==> config.mk <==
export PLATFORM = sky130hd
export DESIGN_NAME = serial_subtractor_flat
export DESIGN_NICKNAME = d
export VERILOG_FILES = /design/src/rtl/serial_subtractor_if.sv /design/src/rtl/serial_subtractor.sv /design/src/flat_wrapper.sv
export SDC_FILE = /design/constraint.sdc
export NUM_CORES = 1
export LEC_CHECK = 0
export ABC_AREA = 0
export BUFFER_PORTS_ARGS = -buffer_cell sky130_fd_sc_hd__clkbuf_2
export CORE_UTILIZATION = 54
export CTS_CLUSTER_SIZE = 16
export DETAILED_ROUTE_END_ITERATION = 12
export MAX_ROUTING_LAYER = met4
export PLACE_DENSITY = 0.77
export SLEW_MARGIN = 30
export SYNTH_ARGS = -nofsm -noshare
export SYNTH_HDL_FRONTEND = slang
export SYNTH_SLANG_ARGS = --single-unit
==> constraint.sdc <==
create_clock -name clk -period 1.85 [get_ports clk]
set_clock_uncertainty 0.1 [all_clocks]
set_input_delay 0.37 -clock clk [delete_from_list [all_inputs] [get_ports clk]]
set_output_delay 0.37 -clock clk [all_outputs]
set_load 0.02 [all_outputs]
==> src/rtl/serial_subtractor_if.sv <==
// Operand/result bundle for serial_subtractor.
// master drives start and operands; slave returns status and result.
interface serial_subtractor_if #(
  parameter int WIDTH = 8
);
  logic             start;
  logic [WIDTH-1:0] a;
  logic [WIDTH-1:0] b;
  logic             busy;
  logic             done;
  logic [WIDTH-1:0] diff;
  logic             borrow_out;

  modport master (
    output start, a, b,
    input  busy, done, diff, borrow_out
  );

  modport slave (
    input  start, a, b,
    output busy, done, diff, borrow_out
  );
endinterface

==> src/rtl/serial_subtractor.sv <==
// Bit-serial unsigned subtractor: diff = a - b (mod 2^WIDTH), one bit per cycle, LSB first.
// The result registers only move when an operation completes, so they hold across idle time.
module serial_subtractor #(
  parameter int WIDTH = 8
) (
  input  logic              clk,
  input  logic              rst_n,
  serial_subtractor_if.slave bus
);
  localparam int            CW   = $clog2(WIDTH + 1);
  localparam logic [CW-1:0] LAST = CW'(WIDTH - 1);

  typedef enum logic [1:0] {
    IDLE = 2'd0,
    RUN  = 2'd1,
    DONE = 2'd2
  } state_t;

  state_t           state_q, state_d;
  logic [WIDTH-1:0] x_q, x_d;
  logic [WIDTH-1:0] y_q, y_d;
  logic [WIDTH-1:0] res_q, res_d;
  logic [WIDTH-1:0] diff_q, diff_d;
  logic [CW-1:0]    cnt_q, cnt_d;
  logic             bor_q, bor_d;
  logic             borrow_out_q, borrow_out_d;
  logic             busy_q, busy_d;
  logic             done_q, done_d;
  logic             d_bit, bo_bit;

  always_comb begin
    state_d      = state_q;
    x_d          = x_q;
    y_d          = y_q;
    res_d        = res_q;
    diff_d       = diff_q;
    cnt_d        = cnt_q;
    bor_d        = bor_q;
    borrow_out_d = borrow_out_q;
    done_d       = 1'b0;

    // Full-subtractor on the current LSBs of the working operands.
    d_bit  = x_q[0] ^ y_q[0] ^ bor_q;
    bo_bit = (~x_q[0] & y_q[0]) | (~(x_q[0] ^ y_q[0]) & bor_q);

    case (state_q)
      IDLE: begin
        if (bus.start) begin
          x_d     = bus.a;
          y_d     = bus.b;
          bor_d   = 1'b0;
          cnt_d   = '0;
          state_d = RUN;
        end
      end
      RUN: begin
        x_d               = x_q >> 1;
        y_d               = y_q >> 1;
        res_d             = res_q >> 1;
        res_d[WIDTH-1]    = d_bit;
        bor_d             = bo_bit;
        cnt_d             = cnt_q + CW'(1);
        if (cnt_q == LAST) begin
          state_d = DONE;
        end
      end
      DONE: begin
        diff_d       = res_q;
        borrow_out_d = bor_q;
        done_d       = 1'b1;
        state_d      = IDLE;
      end
      default: begin
        state_d = IDLE;
      end
    endcase

    busy_d = (state_d != IDLE);
  end

  always_ff @(posedge clk or negedge rst_n) begin
    if (!rst_n) begin
      state_q      <= IDLE;
      x_q          <= '0;
      y_q          <= '0;
      res_q        <= '0;
      diff_q       <= '0;
      cnt_q        <= '0;
      bor_q        <= 1'b0;
      borrow_out_q <= 1'b0;
      busy_q       <= 1'b0;
      done_q       <= 1'b0;
    end else begin
      state_q      <= state_d;
      x_q          <= x_d;
      y_q          <= y_d;
      res_q        <= res_d;
      diff_q       <= diff_d;
      cnt_q        <= cnt_d;
      bor_q        <= bor_d;
      borrow_out_q <= borrow_out_d;
      busy_q       <= busy_d;
      done_q       <= done_d;
    end
  end

  assign bus.busy       = busy_q;
  assign bus.done       = done_q;
  assign bus.diff       = diff_q;
  assign bus.borrow_out = borrow_out_q;
endmodule

==> src/flat_wrapper.sv <==
// flat-port wrapper written by rule: the top's interface ports become plain ports
module serial_subtractor_flat 
#(
  parameter int WIDTH = 8
)
  (clk, rst_n, bus_start, bus_a, bus_b, bus_busy, bus_done, bus_diff, bus_borrow_out);
  serial_subtractor_if #(.WIDTH(WIDTH)) bus_i ();
  input  logic clk;
  input  logic rst_n;
  input wire logic [$bits(bus_i.start)-1:0] bus_start;
  input wire logic [$bits(bus_i.a)-1:0] bus_a;
  input wire logic [$bits(bus_i.b)-1:0] bus_b;
  output wire logic [$bits(bus_i.busy)-1:0] bus_busy;
  output wire logic [$bits(bus_i.done)-1:0] bus_done;
  output wire logic [$bits(bus_i.diff)-1:0] bus_diff;
  output wire logic [$bits(bus_i.borrow_out)-1:0] bus_borrow_out;
  assign bus_i.start = bus_start;
  assign bus_i.a = bus_a;
  assign bus_i.b = bus_b;
  assign bus_busy = bus_i.busy;
  assign bus_done = bus_i.done;
  assign bus_diff = bus_i.diff;
  assign bus_borrow_out = bus_i.borrow_out;
  serial_subtractor #(.WIDTH(WIDTH)) u_core (.clk(clk), .rst_n(rst_n), .bus(bus_i));
endmodule
==> metrics.csv <==
stage,metric,value,unit
pwr,max-vdd-ir-drop,944.7,µV
sta,slew_headroom,65.00,%
synth,syn_avg_cell_area,11.20,µm²
pwr,seq_power_share,45.1,%
placed_design,hpwl,2.313,mm
cts,clock_latency,0.34,ns
cts,h-tree-depth,2,
run_status,outcome,"complete, but fails checks",
placed_design,place_congestion,0.7458,
drt,vias_per_cell,5.515,
pwr,finalPower,3.398,mW
pwr,swShare,35.08,%
sta,worst_hold_slack,0.1929,ns
cells_and_area,areaGrowthSynthToFinish,18.43,%
run_status,violations,DRC,
cells_and_area,final_nets,209,
sta,fmax,608.7,MHz
grt,grt_overflow_total,0,
cts,cts_root_buf,clkbuf_4,
cts,tritoncts,built,
setup_path,critPathLaunchType,register,
drt,initialDrtViolationCount,45,
grt,grt_usage,23.96,%
drt,ant_nets,0,
pwr,clkPwrFrac,21.9,%
setup_path,worstPathArrival,1.79,ns
synth,syn_inst,154,
synth,synth-async-reset-ratio,100.0,%
synth,synth-seq-cells,42,
hold_path,holdPathStages,2,
die,pin_count,30,
setup_path,worstReg2RegStart,u_core.state_q[0],
grt,grt_pass1_wl,5.823,mm
cts,clk_path_buf_depth,2,
synth,seq_area_frac_synth,60.96,%
setup_path,r2r_cells,3,
sta,timing.final.crit_period,1.643,ns
grt,antenna_found_initial,0,
cts,post_cts_resized,0,
die,dieArea,3423,µm²
drt,dr_total_vias,1285,
sta,hold_viol,0,
pwr,power_per_cell_area,1664,nW/µm²
pwr,p_sw,1.192,mW
cts,cts_buffers,5,
pwr,pwr-share-comb,33.1,%
sta,finalSetupViolations,0,
die,die_w,58.51,µm
sta,slew_violations,0,
sta,rsz0062_at_grt,no,
pwr,power.internal,2.206,mW
cells_and_area,antenna_cells,0,
synth,yosysWarnings,0,
sta,setup-tns-final,0,ns
setup_path,critPathCaptureType,register,
hold_path,holdPathEnd,u_core.y_q[7],
grt,grt_pass1_vias,1324,
placed_design,post-place-cells,224,
setup_path,r2r_setup_slack,0.21,ns
drt,routedWlPerCell,14.15,µm
hold_path,hold_class,input pin to register,
flow_run,max_cap_viol_count,0,
cells_and_area,final_layout_size_suffix_gt1_share,29.10,%
synth,syn-num-nets,175,
pwr,power_leakage,0.9948,nW
placed_design,port_buffers,29,
drt,drcViolationCount,1,
drt,drt_first_pass_iters,8,
cts,numClockSinks,42,
setup_path,worstPathRequired,1.99,ns
sta,period_share,88.81,%
setup_path,reg2reg_to,u_core.x_q[2],
synth,synth_edf_count,0,
cts,clk_pin_slew,0.12,ns
setup_path,critPathKind,register to register,
drt,drt-total-wl,3.298,mm
cells_and_area,fillers,262,
die,core_area,3053,µm²
die,rows,20,
sta,worst_pin_slew,0.5250,ns
grt,grt_max_degree,43,
setup_path,path_max_fanout,15,
hold_path,min_from,bus_b[7],
synth,ys.flop_type,dfrtp_1,
die,initial_utilization,56.48,%
synth,synth_area,1724,µm²
cells_and_area,fin_cells,233,
synth,synthDistinctLibCells,30,
die,die_h,58.51,µm
==> cell usage in the layout (no fill, tap or decap), types with 3 or more instances in the layout <==
master    Yosys  routed
clkbuf_4      0       5
o21ai_0      13      13
buf_4         1       5
a22oi_1      14      14
a21oi_1       4       4
nand2_1      38      38
mux2_2        9       9
dfrtp_1      42      42
clkbuf_2      0      29
inv_1         3       3
==> metrics by stage <==
stage / area (µm²) / worst slack, ns / util (%)
floorplan: 1724 / 0.5492 / -
global placement: 1921 / 0.3593 / 62.91
detailed placement: 1921 / 0.2642 / 62.91
CTS: 2042 / 0.2491 / 66.89
global route: 2042 / 0.1438 / 66.89
finish: 2042 / 0.2071 / 66.89
==> synth_stat cells (2+ instances only) <==
| master | n | area (µm²) |
|---|---|---|
| a21oi_1 | 4 | 20.02 |
| a22oi_1 | 14 | 105.1 |
| and2b_1 | 2 | 15.01 |
| buf_2 | 6 | 30.03 |
| dfrtp_1 | 42 | 1051 |
| inv_1 | 3 | 11.26 |
| inv_2 | 2 | 7.510 |
| mux2_2 | 9 | 101.4 |
| nand2_1 | 38 | 142.6 |
| o21ai_0 | 13 | 65.06 |
| o22ai_1 | 2 | 12.51 |
==> metal layers <==
| metal | up-vias | share of wire, % | GRT usage [%] |
|---|---|---|---|
| met4 | 0 | 1.0 | 11.22 |
| met3 | 4 | 5.8 | 4.615 |
| met2 | 57 | 53 | 39.74 |
| met1 | 627 | 40 | 28.36 |
| met5 | - | 0 | - |
| li1 | 597 | - | - |
==> worst max-delay path by stage <==
stage,start,endpoint,slack [ns],cells after the start
global placement,u_core.state_q[0],u_core.x_q[5],0.36,3
global route,u_core.state_q[0],u_core.x_q[2],0.14,3
detailed placement,u_core.state_q[0],u_core.y_q[2],0.26,3
floorplan,u_core.state_q[1],u_core.bus.borrow_out,0.55,4
finish,u_core.state_q[0],u_core.x_q[2],0.21,3
CTS,u_core.state_q[0],u_core.x_q[2],0.25,3
==> area by class of cell <==
class | instances | area (µm²) | area share (%)
sequential | 42 | 1051 | 51.47
clock inverter | 2 | 60.06 | 2.941
multi-input combinational | 99 | 613.1 | 30.02
timing repair buffer | 35 | 192.7 | 9.436
clock buffer | 6 | 51.30 | 2.512
inverter | 5 | 18.77 | 0.9191
tap | 44 | 55.05 | 2.696
==> power groups by stage <==
stage                     registers [mW]  logic (mW)  clock network [mW]
after CTS                           1.54        1.14               0.762
after global placement              1.52        1.05                   0
after detailed placement            1.55        1.12                   0
after floorplan                     1.57       0.741                   0
after global routing                1.58        1.27               0.797
final                               1.53        1.12               0.743
==> logic make-up after synthesis <==
group | count (synthesis) | share of synthesized area, %
AND/OR/NAND/NOR | 47 | 11.83
flip-flops | 42 | 60.96
AO/OA/AOI/OAI | 41 | 15.97
buffers and inverters | 13 | 3.483
multiplexers | 9 | 5.878
adder cells (fa/ha/maj) | 2 | 1.887
==> critical path, cell delays in order, from the launching register on <==
cell     delay (ns)
dfrtp_1        0.51
and2b_1        0.57
a22oi_1        0.12
o21ai_0        0.24
==> flip-flops by register name (all words and copies together) (netlist names), 2 cells and up <==
| name | count |
|---|---|
| u_core.bus.diff | 8 |
| u_core.res_q | 8 |
| u_core.x_q | 8 |
| u_core.cnt_q | 4 |
| u_core.state_q | 2 |
| u_core.y_q | 8 |
==> timing repair <==
action,CTS,global route
endpoints found under the hold margin,42,0
endpoints found under the setup margin,0,0
buffers inserted,0,0
hold buffers,1,0
(Power assumes the default switching activity.)
